==> src/rtl/sram_linebuf_ctrl.sv <==
// Circular line-buffer controller: generates SRAM write/read addresses for a LINE_NUM-line
// window, starts streaming after START_LINES lines, obeys backpressure, flushes and flags frame end.
module sram_linebuf_ctrl #(
    parameter int DATA_WIDTH   = 16,
    parameter int IMAGE_WIDTH  = 4032,
    parameter int IMAGE_HEIGHT = 3024,
    parameter int LINE_NUM     = 8,
    parameter int START_LINES  = 5,
    parameter int ADDR_WIDTH   = $clog2(LINE_NUM * IMAGE_WIDTH),
    parameter int RD_LATENCY   = 1
) (
    input  logic                  clk,
    input  logic                  rst,
    input  logic                  en_i,
    input  logic                  valid_i,
    input  logic [DATA_WIDTH-1:0] data_i,
    output logic                  in_ready_o,
    output logic                  wren_to_sram_o,
    output logic [ADDR_WIDTH-1:0] wraddr_to_sram_o,
    output logic [DATA_WIDTH-1:0] wrdata_to_sram_o,
    output logic                  rden_from_sram_o,
    output logic [ADDR_WIDTH-1:0] rdaddr_from_sram_o,
    input  logic                  ready_i,
    output logic                  wren_to_process_o,
    output logic                  frame_done_o,
    output logic [2:0]            state_o
);

    localparam int DEPTH  = LINE_NUM * IMAGE_WIDTH;
    localparam int TOTAL  = IMAGE_WIDTH * IMAGE_HEIGHT;
    localparam int CNT_W  = $clog2(TOTAL + 1);
    localparam int FILL_W = $clog2(DEPTH + 1);
    localparam int DRN_W  = (RD_LATENCY > 1) ? $clog2(RD_LATENCY) : 1;

    localparam logic [CNT_W-1:0]      C_TOTAL    = CNT_W'(TOTAL);
    localparam logic [FILL_W-1:0]     C_DEPTH    = FILL_W'(DEPTH);
    localparam logic [FILL_W-1:0]     C_START    = FILL_W'(START_LINES * IMAGE_WIDTH);
    localparam logic [ADDR_WIDTH-1:0] C_PTR_LAST = ADDR_WIDTH'(DEPTH - 1);
    localparam logic [DRN_W-1:0]      C_DRN_LAST = DRN_W'(RD_LATENCY - 1);

    typedef enum logic [2:0] {
        IDLE         = 3'd0,
        STORE        = 3'd1,
        STORE_PUSH   = 3'd2,
        WAIT_FOR_CAL = 3'd3,
        FLUSH        = 3'd4,
        DRAIN        = 3'd5
    } state_t;

    state_t                  r_state;
    logic [CNT_W-1:0]        r_in_cnt;
    logic [CNT_W-1:0]        r_out_cnt;
    logic [FILL_W-1:0]       r_fill;
    logic [ADDR_WIDTH-1:0]   r_wr_ptr;
    logic [ADDR_WIDTH-1:0]   r_rd_ptr;
    logic [DRN_W-1:0]        r_drain_cnt;
    logic                    r_wren;
    logic [ADDR_WIDTH-1:0]   r_wraddr;
    logic [DATA_WIDTH-1:0]   r_wrdata;
    logic                    r_rden;
    logic [ADDR_WIDTH-1:0]   r_rdaddr;
    logic [RD_LATENCY-1:0]   r_vld_pipe;
    logic                    r_done;

    logic                    w_in_state;
    logic                    w_accept;
    logic                    w_rd_go;
    logic                    w_abort;
    logic [FILL_W-1:0]       w_fill_nxt;
    logic [ADDR_WIDTH-1:0]   w_wr_ptr_nxt;
    logic [ADDR_WIDTH-1:0]   w_rd_ptr_nxt;
    logic [RD_LATENCY-1:0]   w_vld_nxt;

    // Handshakes: a pixel moves upstream only when valid_i && in_ready_o in the same cycle;
    // a read is issued when ready_i is high in a reading state, and the process stage must
    // still absorb up to RD_LATENCY pixels already in flight after ready_i drops.
    assign w_in_state = (r_state == STORE) || (r_state == STORE_PUSH) || (r_state == WAIT_FOR_CAL);
    assign in_ready_o = en_i && w_in_state && (r_fill < C_DEPTH) && (r_in_cnt < C_TOTAL);
    assign w_accept   = valid_i && in_ready_o;
    assign w_rd_go    = ready_i && (r_fill != '0) && ((r_state == STORE_PUSH) || (r_state == FLUSH));
    assign w_abort    = (r_state != IDLE) && !en_i;

    assign w_wr_ptr_nxt = (r_wr_ptr == C_PTR_LAST) ? '0 : r_wr_ptr + ADDR_WIDTH'(1);
    assign w_rd_ptr_nxt = (r_rd_ptr == C_PTR_LAST) ? '0 : r_rd_ptr + ADDR_WIDTH'(1);
    assign w_vld_nxt    = RD_LATENCY'({r_vld_pipe, r_rden});

    always_comb begin
        w_fill_nxt = r_fill;
        if (w_accept && !w_rd_go) begin
            w_fill_nxt = r_fill + FILL_W'(1);
        end else if (!w_accept && w_rd_go) begin
            w_fill_nxt = r_fill - FILL_W'(1);
        end
    end

    always_ff @(posedge clk or posedge rst) begin
        if (rst) begin
            r_state     <= IDLE;
            r_in_cnt    <= '0;
            r_out_cnt   <= '0;
            r_fill      <= '0;
            r_wr_ptr    <= '0;
            r_rd_ptr    <= '0;
            r_drain_cnt <= '0;
            r_wren      <= 1'b0;
            r_wraddr    <= '0;
            r_wrdata    <= '0;
            r_rden      <= 1'b0;
            r_rdaddr    <= '0;
            r_vld_pipe  <= '0;
            r_done      <= 1'b0;
        end else if (w_abort) begin
            // Abort drops the frame outright, including reads still in the delay line.
            r_state     <= IDLE;
            r_in_cnt    <= '0;
            r_out_cnt   <= '0;
            r_fill      <= '0;
            r_wr_ptr    <= '0;
            r_rd_ptr    <= '0;
            r_drain_cnt <= '0;
            r_wren      <= 1'b0;
            r_rden      <= 1'b0;
            r_vld_pipe  <= '0;
            r_done      <= 1'b0;
        end else begin
            r_wren     <= w_accept;
            r_rden     <= w_rd_go;
            r_vld_pipe <= w_vld_nxt;
            r_done     <= 1'b0;
            r_fill     <= w_fill_nxt;
            if (w_accept) begin
                r_wraddr <= r_wr_ptr;
                r_wrdata <= data_i;
                r_wr_ptr <= w_wr_ptr_nxt;
                r_in_cnt <= r_in_cnt + CNT_W'(1);
            end
            if (w_rd_go) begin
                r_rdaddr  <= r_rd_ptr;
                r_rd_ptr  <= w_rd_ptr_nxt;
                r_out_cnt <= r_out_cnt + CNT_W'(1);
            end
            case (r_state)
                IDLE: begin
                    r_in_cnt    <= '0;
                    r_out_cnt   <= '0;
                    r_fill      <= '0;
                    r_wr_ptr    <= '0;
                    r_rd_ptr    <= '0;
                    r_drain_cnt <= '0;
                    if (en_i) r_state <= STORE;
                end
                STORE: begin
                    // A frame shorter than the start window goes straight to flushing.
                    if (r_in_cnt == C_TOTAL) r_state <= FLUSH;
                    else if (r_fill >= C_START) r_state <= STORE_PUSH;
                end
                STORE_PUSH: begin
                    if (r_in_cnt == C_TOTAL) r_state <= FLUSH;
                    else if (!ready_i) r_state <= WAIT_FOR_CAL;
                end
                WAIT_FOR_CAL: begin
                    if (r_in_cnt == C_TOTAL) r_state <= FLUSH;
                    else if (ready_i) r_state <= STORE_PUSH;
                end
                FLUSH: begin
                    if (r_out_cnt == C_TOTAL) begin
                        r_state     <= DRAIN;
                        r_drain_cnt <= '0;
                    end
                end
                DRAIN: begin
                    if (r_drain_cnt == C_DRN_LAST) begin
                        r_done  <= 1'b1;
                        r_state <= IDLE;
                    end else begin
                        r_drain_cnt <= r_drain_cnt + DRN_W'(1);
                    end
                end
                default: r_state <= IDLE;
            endcase
        end
    end

    assign wren_to_sram_o     = r_wren;
    assign wraddr_to_sram_o   = r_wraddr;
    assign wrdata_to_sram_o   = r_wrdata;
    assign rden_from_sram_o   = r_rden;
    assign rdaddr_from_sram_o = r_rdaddr;
    assign wren_to_process_o  = r_vld_pipe[RD_LATENCY-1];
    assign frame_done_o       = r_done;
    assign state_o            = r_state;

endmodule

==> config.mk <==
export PLATFORM = sky130hd
export DESIGN_NAME = sram_linebuf_ctrl
export DESIGN_NICKNAME = d
export VERILOG_FILES = /design/src/rtl/sram_linebuf_ctrl.sv
export SDC_FILE = /design/constraint.sdc
export NUM_CORES = 1
export LEC_CHECK = 0
export ABC_AREA = 0
export CAP_MARGIN = 20
export CORE_ASPECT_RATIO = 2
export CORE_MARGIN = 2
export CORE_UTILIZATION = 54
export CTS_BUF_LIST = sky130_fd_sc_hd__clkbuf_4 sky130_fd_sc_hd__clkbuf_8
export DETAILED_ROUTE_END_ITERATION = 8
export PLACE_DENSITY_LB_ADDON = 0.25
export SKIP_CTS_REPAIR_TIMING = 1
export SLEW_MARGIN = 20
export SYNTH_ARGS = -nofsm -noshare
export SYNTH_HDL_FRONTEND = slang
export SYNTH_SLANG_ARGS = --single-unit
export TNS_END_PERCENT = 5
==> constraint.sdc <==
create_clock -name clk -period 4.7 [get_ports clk]
set_input_delay 0.94 -clock clk [delete_from_list [all_inputs] [get_ports clk]]
set_output_delay 0.94 -clock clk [all_outputs]
set_load 0.03 [all_outputs]
==> flow_summary.yaml <==
status:
  status: "complete, no violations"
flow_run:
  maxCapViolCount: 0
global_route:
  grt_pass1_vias: 6381
  grt_first_pass_wirelength_um: 28900
  grt_max_degree: 115
  use_met3_pct: 4.51
  grt_overflow: 0
  grt.busiest_layer: "met2"
  use_met1_pct: 27.1
  grt_usage_pct: 24.3
  antenna_found_initial: 0
  gr-usage-met2_pct: 42.8
clocking:
  clk_pin_slew_ns: 0.09
  insertion_delay_ns: 0.45
  root_buffer: "clkbuf_8"
  cts_buffers: 17
  htreeDepth: 4
  cts.sinks: 146
  clockBufferDepth: 2
  tritoncts: "yes"
die:
  fp.coreArea_um2: 13400
  dieWidth_um: 87.1
  rows: 60
  start_util_pct: 55.5
  die_y_um: 170
  ioPinCount: 75
  fp.dieArea_um2: 14800
route:
  via_per_inst: 6.02
  wl_per_cell_um: 16.5
  drtIter0Drc: 407
  drt-total-wl_um: 17100
  postRouteAntennaNets: 0
  vias: 6247
  drt_pass1_iterations: 5
  drc_errors: 0
placed_design:
  gp_congestion: 0.913
  io_buffers: 74
  place_area_um2: 8370
  detailedPlace.worstSlack_ns: 0.00251
  hpwl_um: 12000
sta:
  grt_setup_unrepaired: "false"
  tightest_slew_ns: 0.979
  clock.fmax_ghz: 0.235
  max_slew_margin_pct: 34.5
  min_period_ns: 4.25
  worst_slack_ns: 0.446
  drv_slew: 0
  finalHoldViolations: 0
  finalCritPeriodShare_pct: 90.5
  clock-skew-final_ns: 0.0126
  finalSetupTns_ns: 0
  setup_violations: 0
finish:
  multi_input_area_um2: 3620
  synthToLayoutAreaGrowth_pct: 18.2
  layout-drive-gt1-share_pct: 8.73
  fin_nets: 911
  layout_common_cells: "153 x nand2_1, 146 x dfrtp_1, 74 x clkdlybuf4s50_1, 71 x nor2_1, 49 x o21ai_0"
  antenna_cells: 0
  final_area_um2: 8810
  final_common_cell: "nand2_1"
  fin_util_pct: 65.5
  fill_cells: 1052
  regArea_um2: 3650
critical_path:
  worstSetupPathType: "in -> reg"
  arrival_ns: 4.60
  start_kind: "input pin"
  cp_num_buf_inv: 3
  slowest_delay_ns: 0.54
  ff2ff_setup_slack_ns: 0.77
  crit_family: "compound AO/OA/AOI/OAI gates"
  cp_slowest_cell: "clkdlybuf4s50_1"
  crit_path_frequent_cell: "o21ai_0"
  cp.required_ns: 5.04
  path_max_fanout: 6
  cp_cell_sequence: "clkdlybuf4s50_1 -> inv_1 -> a2111oi_2 -> o2111ai_4 -> inv_2 -> nand2_1 -> ha_1 -> o211ai_1 -> o21ai_0 -> o21ai_0 -> a2111oi_0 -> o21ai_0 -> a32o_1"
  worstSetupEndpointType: "flop"
synthesis:
  synth_edf_count: 0
  syn-cell-area_um2: 7450
  syn_nets: 838
  ys_ff_latch: 146
  synth_flop_cell: "dfrtp_1"
  synth.avg_cell_area_um2: 9.36
  synth_cell_types: 60
  async_flop_share_pct: 100
  syn-instance-count: 796
  ys_seq_area_share_pct: 49.0
  yosys_warnings: 0
min_path:
  hold_class: "reg -> reg"
power:
  leakage_nw: 3.93
  ir_drop_mv: 0.190
  powerDensity_nw_per_um2: 378
kinds of logic after synthesis:
| family | count (synthesis) | share of synthesized area (%) |
|---|---|---|
| compound gates | 138 | 11.8 |
| buf+inv | 50 | 2.65 |
| fa+ha+maj | 21 | 3.63 |
| xor+xnor | 57 | 6.70 |
| simple gates | 368 | 23.8 |
| mux | 16 | 2.40 |
| flops | 146 | 49.0 |
flip-flops by register name, indices dropped and copies added (netlist names):
signal	cells
wrdata_to_sram_o	16
rden_from_sram_o	1
r_wr_ptr	15
r_out_cnt	24
state_o	3
wraddr_to_sram_o	15
rdaddr_from_sram_o	15
wren_to_process_o	1
frame_done_o	1
r_in_cnt	24
r_fill	15
wren_to_sram_o	1
r_rd_ptr	15
worst min-delay path, stage by stage, from the launching register on:
cell     delay, ns
dfrtp_1       0.35
nand2_1       0.05
nand2_1       0.05
path summary, 6_finish.rpt:
check,depth (start not counted),end,from
worst max-delay path,13,r_fill[13]$_DFFE_PP0P_,en_i
worst min-delay path,2,wraddr_to_sram_o[5]$_DFFE_PP0P_,wraddr_to_sram_o[5]$_DFFE_PP0P_
worst max register to register,11,r_fill[13]$_DFFE_PP0P_,r_fill[7]$_DFFE_PP0P_
worst min register to register,2,wraddr_to_sram_o[5]$_DFFE_PP0P_,wraddr_to_sram_o[5]$_DFFE_PP0P_
max in group asynchronous,3,r_in_cnt[14]$_DFFE_PP0P_,rst
min in group asynchronous,2,r_out_cnt[18]$_DFFE_PP0P_,rst
routing by layer:
metal,vias up,routed length [um]
li1,2929,-
met1,3064,6570
met2,203,9210
met3,51,717
met4,0,595
met5,-,0
Yosys cell counts, drive strengths merged, types with 7 or more instances:
master | count | area, um^2
a21oi | 24 | 120
and4 | 7 | 61.3
nor2 | 72 | 273
clkbuf | 20 | 75.1
nand2 | 153 | 574
nand3 | 31 | 160
inv | 21 | 78.8
or3 | 8 | 50.1
nor3 | 20 | 110
mux2 | 15 | 169
xnor2 | 26 | 228
and3 | 12 | 75.1
ha | 20 | 250
a21o | 9 | 67.6
a22o | 14 | 123
xor2 | 31 | 272
nor4 | 21 | 165
nand4 | 17 | 106
buf | 9 | 43.8
o21ai | 55 | 275
dfrtp | 146 | 3650
and2 | 7 | 43.8
through the flow:
stage	cells	hold WS [ns]	power, mW
floorplan	796	0.462	1.99
global placement	1005	0.458	2.26
detailed placement	1005	0.461	2.28
CTS	1037	0.480	3.36
global route	1037	0.493	3.49
finish	1037	0.475	3.33
where the power goes:
group / total [mW] / switching (mW) / internal (mW)
Combinational: 0.855 / 0.530 / 0.324
Clock: 1.07 / 0.497 / 0.572
Sequential: 1.41 / 0.0662 / 1.34
cell type report:
type | count | area share, %
Sequential cell | 146 | 41.5
Multi-Input combinational cell | 600 | 41.1
Timing Repair Buffer | 83 | 9.32
Clock buffer | 20 | 3.05
Tap cell | 155 | 2.20
Clock inverter | 12 | 1.89
Inverter | 21 | 0.937
(Power assumes the default switching activity.)
